`config.mk`:
```
export PLATFORM = sky130hd
export DESIGN_NAME = pipeline_step_controller
export DESIGN_NICKNAME = d
export VERILOG_FILES = /design/src/rtl/pipeline_step_controller.sv
export SDC_FILE = /design/constraint.sdc
export NUM_CORES = 1
export LEC_CHECK = 0
export CORE_MARGIN = 3
export CORE_UTILIZATION = 57
export CTS_CLUSTER_SIZE = 16
export DETAILED_ROUTE_END_ITERATION = 8
export GPL_ROUTABILITY_DRIVEN = 0
export GPL_TIMING_DRIVEN = 1
export PLACE_DENSITY = 0.87
export RECOVER_POWER = 50
export SYNTH_ARGS = -nofsm -noshare
export SYNTH_HDL_FRONTEND = slang
export SYNTH_SLANG_ARGS = --single-unit
```
`constraint.sdc`:
```
create_clock -name clk -period 4.2 [get_ports clk]
set_clock_uncertainty 0.2 [all_clocks]
set_input_delay 0.84 -clock clk [delete_from_list [all_inputs] [get_ports clk]]
set_output_delay 0.84 -clock clk [all_outputs]
set_load 0.01 [all_outputs]
```
`src/rtl/pipeline_step_controller.sv`:
```
// Board front-end: synchronised, debounced buttons drive a halt/run/step/burst/flush pipeline control FSM.
// Latency: button pulse DEBOUNCE_CYCLES+1 edges after raw rise, FSM outputs one edge later; no backpressure.
module pipeline_step_controller #(
    parameter int N_SW            = 4,
    parameter int N_BTN           = 3,
    parameter int DEBOUNCE_CYCLES = 4,
    parameter int FLUSH_CYCLES    = 3,
    parameter int CNT_W           = 16
) (
    input  logic             clk,
    input  logic             rst_n,
    input  logic [N_SW-1:0]  switches,
    input  logic [N_BTN-1:0] buttons,
    output logic             pipe_en,
    output logic             pipe_flush,
    output logic             run_led,
    output logic [1:0]       state,
    output logic [CNT_W-1:0] cycle_count,
    output logic [N_BTN-1:0] btn_pulse
);

    localparam int DB_W = (DEBOUNCE_CYCLES > 1) ? $clog2(DEBOUNCE_CYCLES) : 1;
    localparam logic [DB_W-1:0] DB_LAST = DB_W'(DEBOUNCE_CYCLES - 1);
    localparam int FL_W = $clog2(FLUSH_CYCLES + 1);
    localparam logic [FL_W-1:0] FL_INIT = FL_W'(FLUSH_CYCLES);
    localparam int BC_W = N_SW;

    typedef enum logic [1:0] {
        ST_HALT  = 2'd0,
        ST_RUN   = 2'd1,
        ST_BURST = 2'd2,
        ST_FLUSH = 2'd3
    } state_t;

    logic [N_BTN-1:0]           btn_s1_q, btn_s1_d, btn_s2_q, btn_s2_d;
    logic [N_SW-1:0]            sw_s1_q, sw_s1_d, sw_s2_q, sw_s2_d;
    logic [N_BTN-1:0]           db_lvl_q, db_lvl_d;
    logic [N_BTN-1:0][DB_W-1:0] db_cnt_q, db_cnt_d;
    logic [N_BTN-1:0]           btn_pulse_q, btn_pulse_d;

    state_t           state_q, state_d;
    logic             pipe_en_q, pipe_en_d;
    logic             pipe_flush_q, pipe_flush_d;
    logic [BC_W-1:0]  burst_cnt_q, burst_cnt_d;
    logic [FL_W-1:0]  flush_cnt_q, flush_cnt_d;
    logic [CNT_W-1:0] cycle_count_q, cycle_count_d;

    logic step_p, run_p, flush_p;

    always_comb begin
        btn_s1_d = buttons;
        btn_s2_d = btn_s1_q;
        sw_s1_d  = switches;
        sw_s2_d  = sw_s1_q;
    end

    // A level is accepted only after DEBOUNCE_CYCLES consecutive disagreeing samples.
    always_comb begin
        db_lvl_d    = db_lvl_q;
        db_cnt_d    = '0;
        btn_pulse_d = '0;
        for (int i = 0; i < N_BTN; i++) begin
            if (btn_s2_q[i] != db_lvl_q[i]) begin
                if (db_cnt_q[i] == DB_LAST) begin
                    db_lvl_d[i]    = btn_s2_q[i];
                    btn_pulse_d[i] = btn_s2_q[i];
                end else begin
                    db_cnt_d[i] = db_cnt_q[i] + DB_W'(1);
                end
            end
        end
    end

    assign step_p  = btn_pulse_q[0];
    assign run_p   = btn_pulse_q[1];
    assign flush_p = btn_pulse_q[2];

    always_comb begin
        state_d       = state_q;
        pipe_en_d     = 1'b0;
        pipe_flush_d  = 1'b0;
        burst_cnt_d   = burst_cnt_q;
        flush_cnt_d   = flush_cnt_q;
        cycle_count_d = cycle_count_q + CNT_W'(pipe_en_q);

        if (state_q != ST_FLUSH && flush_p) begin
            state_d       = ST_FLUSH;
            flush_cnt_d   = FL_INIT;
            pipe_flush_d  = 1'b1;
            cycle_count_d = '0;
        end else begin
            unique case (state_q)
                ST_HALT: begin
                    if (run_p) begin
                        state_d   = ST_RUN;
                        pipe_en_d = 1'b1;
                    end else if (step_p) begin
                        pipe_en_d = 1'b1;
                        if (sw_s2_q[N_SW-1]) begin
                            state_d     = ST_BURST;
                            burst_cnt_d = {1'b0, sw_s2_q[N_SW-2:0]} + BC_W'(1);
                        end
                    end
                end
                ST_RUN: begin
                    if (run_p) begin
                        state_d = ST_HALT;
                    end else begin
                        pipe_en_d = 1'b1;
                    end
                end
                ST_BURST: begin
                    // The current cycle is the last enabled one when the count reaches 1.
                    if (run_p || burst_cnt_q == BC_W'(1)) begin
                        state_d = ST_HALT;
                    end else begin
                        burst_cnt_d = burst_cnt_q - BC_W'(1);
                        pipe_en_d   = 1'b1;
                    end
                end
                ST_FLUSH: begin
                    if (flush_cnt_q == FL_W'(1)) begin
                        state_d = ST_HALT;
                    end else begin
                        flush_cnt_d  = flush_cnt_q - FL_W'(1);
                        pipe_flush_d = 1'b1;
                    end
                end
                default: state_d = ST_HALT;
            endcase
        end
    end

    always_ff @(posedge clk or negedge rst_n) begin
        if (!rst_n) begin
            btn_s1_q      <= '0;
            btn_s2_q      <= '0;
            sw_s1_q       <= '0;
            sw_s2_q       <= '0;
            db_lvl_q      <= '0;
            db_cnt_q      <= '0;
            btn_pulse_q   <= '0;
            state_q       <= ST_HALT;
            pipe_en_q     <= 1'b0;
            pipe_flush_q  <= 1'b0;
            burst_cnt_q   <= '0;
            flush_cnt_q   <= '0;
            cycle_count_q <= '0;
        end else begin
            btn_s1_q      <= btn_s1_d;
            btn_s2_q      <= btn_s2_d;
            sw_s1_q       <= sw_s1_d;
            sw_s2_q       <= sw_s2_d;
            db_lvl_q      <= db_lvl_d;
            db_cnt_q      <= db_cnt_d;
            btn_pulse_q   <= btn_pulse_d;
            state_q       <= state_d;
            pipe_en_q     <= pipe_en_d;
            pipe_flush_q  <= pipe_flush_d;
            burst_cnt_q   <= burst_cnt_d;
            flush_cnt_q   <= flush_cnt_d;
            cycle_count_q <= cycle_count_d;
        end
    end

    assign pipe_en     = pipe_en_q;
    assign pipe_flush  = pipe_flush_q;
    assign run_led     = (state_q == ST_RUN) || (state_q == ST_BURST);
    assign state       = state_q;
    assign cycle_count = cycle_count_q;
    assign btn_pulse   = btn_pulse_q;

endmodule

```
==> flow_metrics.py, run 1 <==
metrics = {
    "timing": {
        "fmax_mhz": 364,
        "fin_crit_ps": 2750,
        "setup_tns_ps": 0,
        "slew_violations": 38,
        "hold_viol_final": 0,
        "worst_pin_slew_ps": 1920,
        "setup_viol": 0,
        "rsz0062_at_grt": "no",
        "slew_headroom_pct": -27.7,
        "fin_crit_sh_pct": 65.4,
    },
    "worst_setup_path": {
        "cp_cell_sequence": "inv_1 -> ha_1 -> clkdlybuf4s50_1",
        "cp.required_ps": 3160,
        "start_kind": "flop",
        "cp_slowest_cell": "clkdlybuf4s50_1",
        "cp_max_fo": 5,
        "crit_type": "reg2out",
        "critical_path.max_stage_delay_ps": 540,
        "path_buf_inv": 2,
        "crit_family": "buffers and inverters",
        "worstPathArrival_ps": 1710,
        "end_kind": "output port",
    },
    "cells_and_area": {
        "nets": 255,
        "layout-drive-gt1-share_pct": 7.73,
        "num_antenna_cells": 0,
        "area_growth_pct": 21.7,
        "fin_util_pct": 73.7,
    },
    "status": {
        "outcome": "complete, but fails checks",
        "violations": "max-capacitance violations, max-slew violations",
    },
    "global_route": {
        "grt_pass1_vias": 1560,
        "grt_util_met2_pct": 30.1,
        "overflow": 0,
        "grt_util_met3_pct": 3.50,
        "grtUsageTotal_pct": 18.4,
        "antenna_found_initial": 0,
        "grtUsageMet1_pct": 23.9,
        "grt_pass1_wl_um": 7040,
        "grt-busiest-layer": "met2",
        "grt_max_degree": 38,
    },
    "cts": {
        "cts_max_level": 2,
        "path_clk_slew_ps": 100,
        "clk_latency_ps": 310,
        "clock_sinks": 52,
        "clk_path_buf_depth": 2,
        "holdBufCountCts": 0,
        "cts_tree": "built",
        "cts_resized": 0,
        "cts_made_buffers": 5,
        "cts_setup_buffers": 0,
        "clock-root-buffer": "clkbuf_8",
    },
    "pwr": {
        "power.density_nw_per_um2": 589,
        "leakage_nw": 1.23,
        "vdd_ir_drop_max_uv": 336,
    },
    "detailed_routing": {
        "avgRoutedWirePerCell_um": 14.5,
        "wl_um": 4070,
        "drtIter0Drc": 63,
        "firstDrtPassIters": 4,
        "dr_total_vias": 1549,
        "drc": 0,
        "antenna_left": 0,
        "viasPerCell": 5.51,
    },
    "synth": {
        "ys_top_cells_by_count": "52 x dfrtp_1, 18 x nor2_1, 14 x ha_1",
        "synth_cell_type_count": 38,
        "ys_top_cells_by_area": "dfrtp_1 57%, ha_1 7.7%, xnor2_1 3.9%",
        "yosys_warnings": 0,
        "synth.top_cell.area_share_pct": 57.4,
        "synth_most_common_cell": "dfrtp_1",
        "synth_fp_nets": 218,
        "post-synth-top-area-cell": "dfrtp_1",
        "ys_ff_latch": 52,
        "synth_seq_area_share_pct": 57.4,
        "syn_area_um2": 2270,
        "synth_area_per_cell_um2": 11.6,
        "synth-main-ff-cell": "dfrtp_1",
        "syn_inst": 195,
        "async_flop_share_pct": 100,
        "synth_enable_flop_cells": 0,
    },
    "job": {
        "cap_violations": 1,
    },
    "floorplanning": {
        "die-height_um": 69.1,
        "chipWidth_um": 69.1,
        "core_area_um2": 3740,
        "fp-row-count": 22,
        "dieArea_um2": 4770,
        "start_util_pct": 60.6,
        "num_io_pins": 33,
    },
    "placed_design": {
        "dp_hpwl_um": 2920,
        "numPortBuffers": 32,
    },
    "worst_hold_path": {
        "hp-class": "reg2reg",
    },
}
## per-stage QoR
stage | hold WS, ps | total power (W) | cells | cell area (um^2) | setup slack, ps
after floorplan | 131 | 0.00107 | 195 | 2270 | 1930
final | 154 | 0.00163 | 281 | 2760 | 1450
after global placement | 132 | 0.00124 | 273 | 2640 | 1790
after detailed placement | 135 | 0.00128 | 273 | 2640 | 1720
after CTS | 156 | 0.00164 | 281 | 2760 | 1450
after global routing | 160 | 0.00174 | 281 | 2760 | 1400
## registers in the layout, indices dropped and copies added (netlist names)
signal,cells
db_lvl_q,3
btn_s1_q,3
db_cnt_q,6
btn_s2_q,3
sw_s2_q,4
burst_cnt_q,4
state,2
sw_s1_q,4
pipe_en,1
cycle_count,16
flush_cnt_q,2
pipe_flush,1
btn_pulse,3
## cell families (layout without fill, tap and decap cells)
| group | count (synthesis) | in the layout | synth area share (%) |
|---|---|---|---|
| AOI/OAI and AO/OA | 23 | 23 | 6.73 |
| xor gates and xnor gates | 15 | 15 | 5.79 |
| adders and majority gates | 14 | 14 | 7.73 |
| buffers and inverters | 10 | 48 | 1.66 |
| DFF | 52 | 52 | 57.4 |
| muxes | 6 | 6 | 2.87 |
| and+or+nand+nor | 75 | 75 | 17.8 |
## cell usage in the layout, fill, tap and decap left out, types with 2 or more instances in the layout
cell	netlist	final
mux2i_1	2	2
a21oi_1	6	6
or3_1	3	3
nand3_1	9	9
nor2b_1	4	4
o21a_1	2	2
inv_1	7	7
nor2_1	18	18
clkbuf_8	0	6
and3b_1	3	3
clkdlybuf4s50_1	0	24
o21ai_0	6	6
nand2_1	9	9
nand4_1	3	3
nor4_1	3	3
dlygate4sd3_1	0	7
xnor2_1	10	10
nor3_1	11	11
and2_1	2	2
dfrtp_1	52	52
ha_1	14	14
nand2b_1	3	3
mux2_2	4	4
xor2_1	5	5
## metal layers
layer,wire (um),up-vias
li1,-,755
met1,1790,762
met2,2050,26
met3,160,6
met4,69,0
met5,0,-
## power breakdown
group	switching (W)	internal, W
Clock	0.000163	0.000195
Combinational	0.000259	0.000290
Sequential	0.000102	0.000616
## path summary, 6_finish.rpt
kind / start / end / slack, ps / depth (start not counted)
min reg2reg: sw_s1_q[0] / sw_s2_q[0] / 150 / 0
max in group asynchronous: rst_n / db_lvl_q[0] / 1850 / 1
max reg2reg: state[0] / burst_cnt_q[3] / 1710 / 6
min: sw_s1_q[0] / sw_s2_q[0] / 150 / 0
max: state[0] / run_led / 1450 / 3
min in group asynchronous: rst_n / cycle_count[6] / 850 / 1
## layout make-up
type / instances / area, um^2
fill: 258 / 985
multi-input combinational: 133 / 928
sequential: 52 / 1300
timing repair buffer: 33 / 322
clock inverter: 2 / 38.8
inverter: 7 / 26.3
clock buffer: 6 / 82.6
tap: 48 / 60.1
Note: power is estimated with default switching activity, not from simulation.
==> run 2, diff against run 1 <==
Settings changed: CORE_UTILIZATION 57 to 48, PLACE_DENSITY 0.87 to 0.79.
Clock period 4.2 ns to 2.3 ns, I/O delays scaled along.
==> run 2 against run 1 <==
The flow now finishes without violations. Sequential share of layout area shrank 1.4 points. Highest routed layer unchanged. Critical path type is now reg2reg. Count of clock-buffer cells in the layout shrank 1. Non-clock buffer count grew 5. Clock power grew 140%. Setup slack lost 1400 ps. Largest power group unchanged. First-iteration DRC count grew 1.6%. Via count shrank 0.90%.
==> flow_metrics.py, run 2 (synthesis gave the netlist of run 1 again) <==
metrics = {
    "pwr": {
        "leakage_nw": 1.28,
        "power.total_w": 0.00317,
        "vdd_ir_drop_max_uv": 899,
        "power.density_nw_per_um2": 1120,
    },
    "cts": {
        "holdBufCountCts": 0,
        "cts_tree": "built",
        "clock_sinks": 52,
        "clock-root-buffer": "clkbuf_8",
        "cts_max_level": 2,
        "clk_latency_ps": 300,
        "clk_path_buf_depth": 2,
        "path_clk_slew_ps": 90,
        "cts_made_buffers": 5,
    },
    "timing": {
        "setup_tns_ps": 0,
        "slew_headroom_pct": 18.8,
        "rsz0062_at_grt": "no",
        "fin_crit_ps": 2210,
        "fmax_mhz": 453,
        "hold_viol_final": 0,
        "worst_pin_slew_ps": 1220,
        "setup_viol": 0,
        "worst_slack_ps": 94.7,
        "fin_crit_sh_pct": 95.9,
        "slew_violations": 0,
    },
    "detailed_routing": {
        "avgRoutedWirePerCell_um": 13.8,
        "firstDrtPassIters": 4,
        "viasPerCell": 5.29,
        "dr_total_vias": 1535,
        "drtIter0Drc": 64,
        "drc": 0,
        "wl_um": 4010,
        "antenna_left": 0,
    },
    "worst_hold_path": {
        "min_path_cells": 0,
        "hp-class": "reg2reg",
        "min_from": "btn_s1_q[0]",
        "holdPathEnd": "btn_s2_q[0]",
    },
    "floorplanning": {
        "chipWidth_um": 74.7,
        "fp-row-count": 24,
        "die-height_um": 74.7,
        "core_area_um2": 4440,
        "dieArea_um2": 5580,
        "num_io_pins": 33,
        "start_util_pct": 51.0,
    },
    "cells_and_area": {
        "nets": 260,
        "final_cell_mix": "52 x dfrtp_1, 23 x clkdlybuf4s50_1, 18 x nor2_1",
        "stdcell_count": 290,
        "layout-drive-gt1-share_pct": 10.1,
        "fin_area_um2": 2840,
        "area_growth_pct": 25.3,
        "num_antenna_cells": 0,
        "num-fill-cells": 356,
        "final_common_cell": "dfrtp_1",
        "largest_register_ffs": 16,
    },
    "placed_design": {
        "numPortBuffers": 32,
        "pre_cts_ws_ps": 108,
        "dp_hpwl_um": 2870,
        "dpl.cell_count": 281,
        "place_area_um2": 2670,
    },
    "global_route": {
        "grt_pass1_wl_um": 6890,
        "antenna_found_initial": 0,
        "grt_pass1_vias": 1527,
        "grtUsageTotal_pct": 15.9,
        "grt_max_degree": 53,
        "overflow": 0,
    },
    "worst_setup_path": {
        "reg2reg_depth": 7,
        "crit_type": "reg2reg",
        "cp_cell_sequence": "inv_1 -> ha_1 -> buf_4 -> nor2_1 -> or3_4 -> or2_4 -> a2111o_1",
        "worstPathArrival_ps": 2190,
        "end_kind": "flop",
        "cp_max_fo": 11,
        "path_buf_inv": 2,
        "start_kind": "flop",
        "cp.required_ps": 2290,
        "critical_path.max_stage_delay_ps": 400,
        "rrSetupSlack_ps": 90,
        "timing.rr.start": "state[0]",
        "cp_slowest_cell": "a2111o_1",
        "crit_family": "simple AND/OR/NAND/NOR gates",
        "r2r-end": "burst_cnt_q[3]",
    },
    "status": {
        "outcome": "complete, no violations",
    },
    "job": {
        "cap_violations": 0,
    },
}
run 2: cell count changes in the layout (fill, tap and decap cells not counted):
cell / delta
clkbuf_8: -1
dlymetal6s2s_1: +1
buf_4: +4
clkbuf_1: -1
buf_2: +1
clkdlybuf4s50_1: -1
clkinv_4: -1
bufinv_16: +2
clkbuf_2: +1
run 2: repair_timing:
item,in CTS,in global routing
endpoints found under the setup margin,1,1
resized for setup,0,1
buffers inserted,1,0
run 2: metal layers:
layer	vias up	GRT usage (%)	routed length (um)
li1	756	-	-
met1	740	21.2	1820
met2	31	25.6	1930
met3	8	3.87	177
met4	0	5.34	82
met5	-	0	0
run 2: through the flow:
stage	hold WS [ps]	util, %
after global routing	164	63.9
after CTS	83.3	63.9
after floorplan	-35.6	-
final	155	63.9
after global placement	133	60.2
after detailed placement	135	60.2
run 2: power breakdown:
part	total [W]	internal [W]	switching, W
Clock	0.000842	0.000544	0.000298
Sequential	0.00130	0.00112	0.000178
Combinational	0.00102	0.000550	0.000473
Total	0.00317	0.00222	0.000949
run 2: worst max path at each step:
stage / start / to / slack (ps) / depth (start not counted)
floorplan: state[0] / burst_cnt_q[3] / 30 / 6
global placement: state[1] / burst_cnt_q[3] / 150 / 5
finish: state[0] / burst_cnt_q[3] / 90 / 7
detailed placement: state[0] / burst_cnt_q[3] / 110 / 7
global route: state[0] / burst_cnt_q[3] / 10 / 7
CTS: state[1] / run_led / 0.4 / 3
run 2: area by class of cell:
| class | count | area, um^2 | share of cell area, % |
|---|---|---|---|
| clock buffer | 5 | 68.8 | 2.42 |
| clock inverter | 3 | 90.1 | 3.17 |
| inverter | 7 | 26.3 | 0.925 |
| multi-input combinational | 133 | 928 | 32.7 |
| sequential | 52 | 1300 | 45.8 |
| tap | 52 | 65.1 | 2.29 |
| timing repair buffer | 38 | 360 | 12.7 |
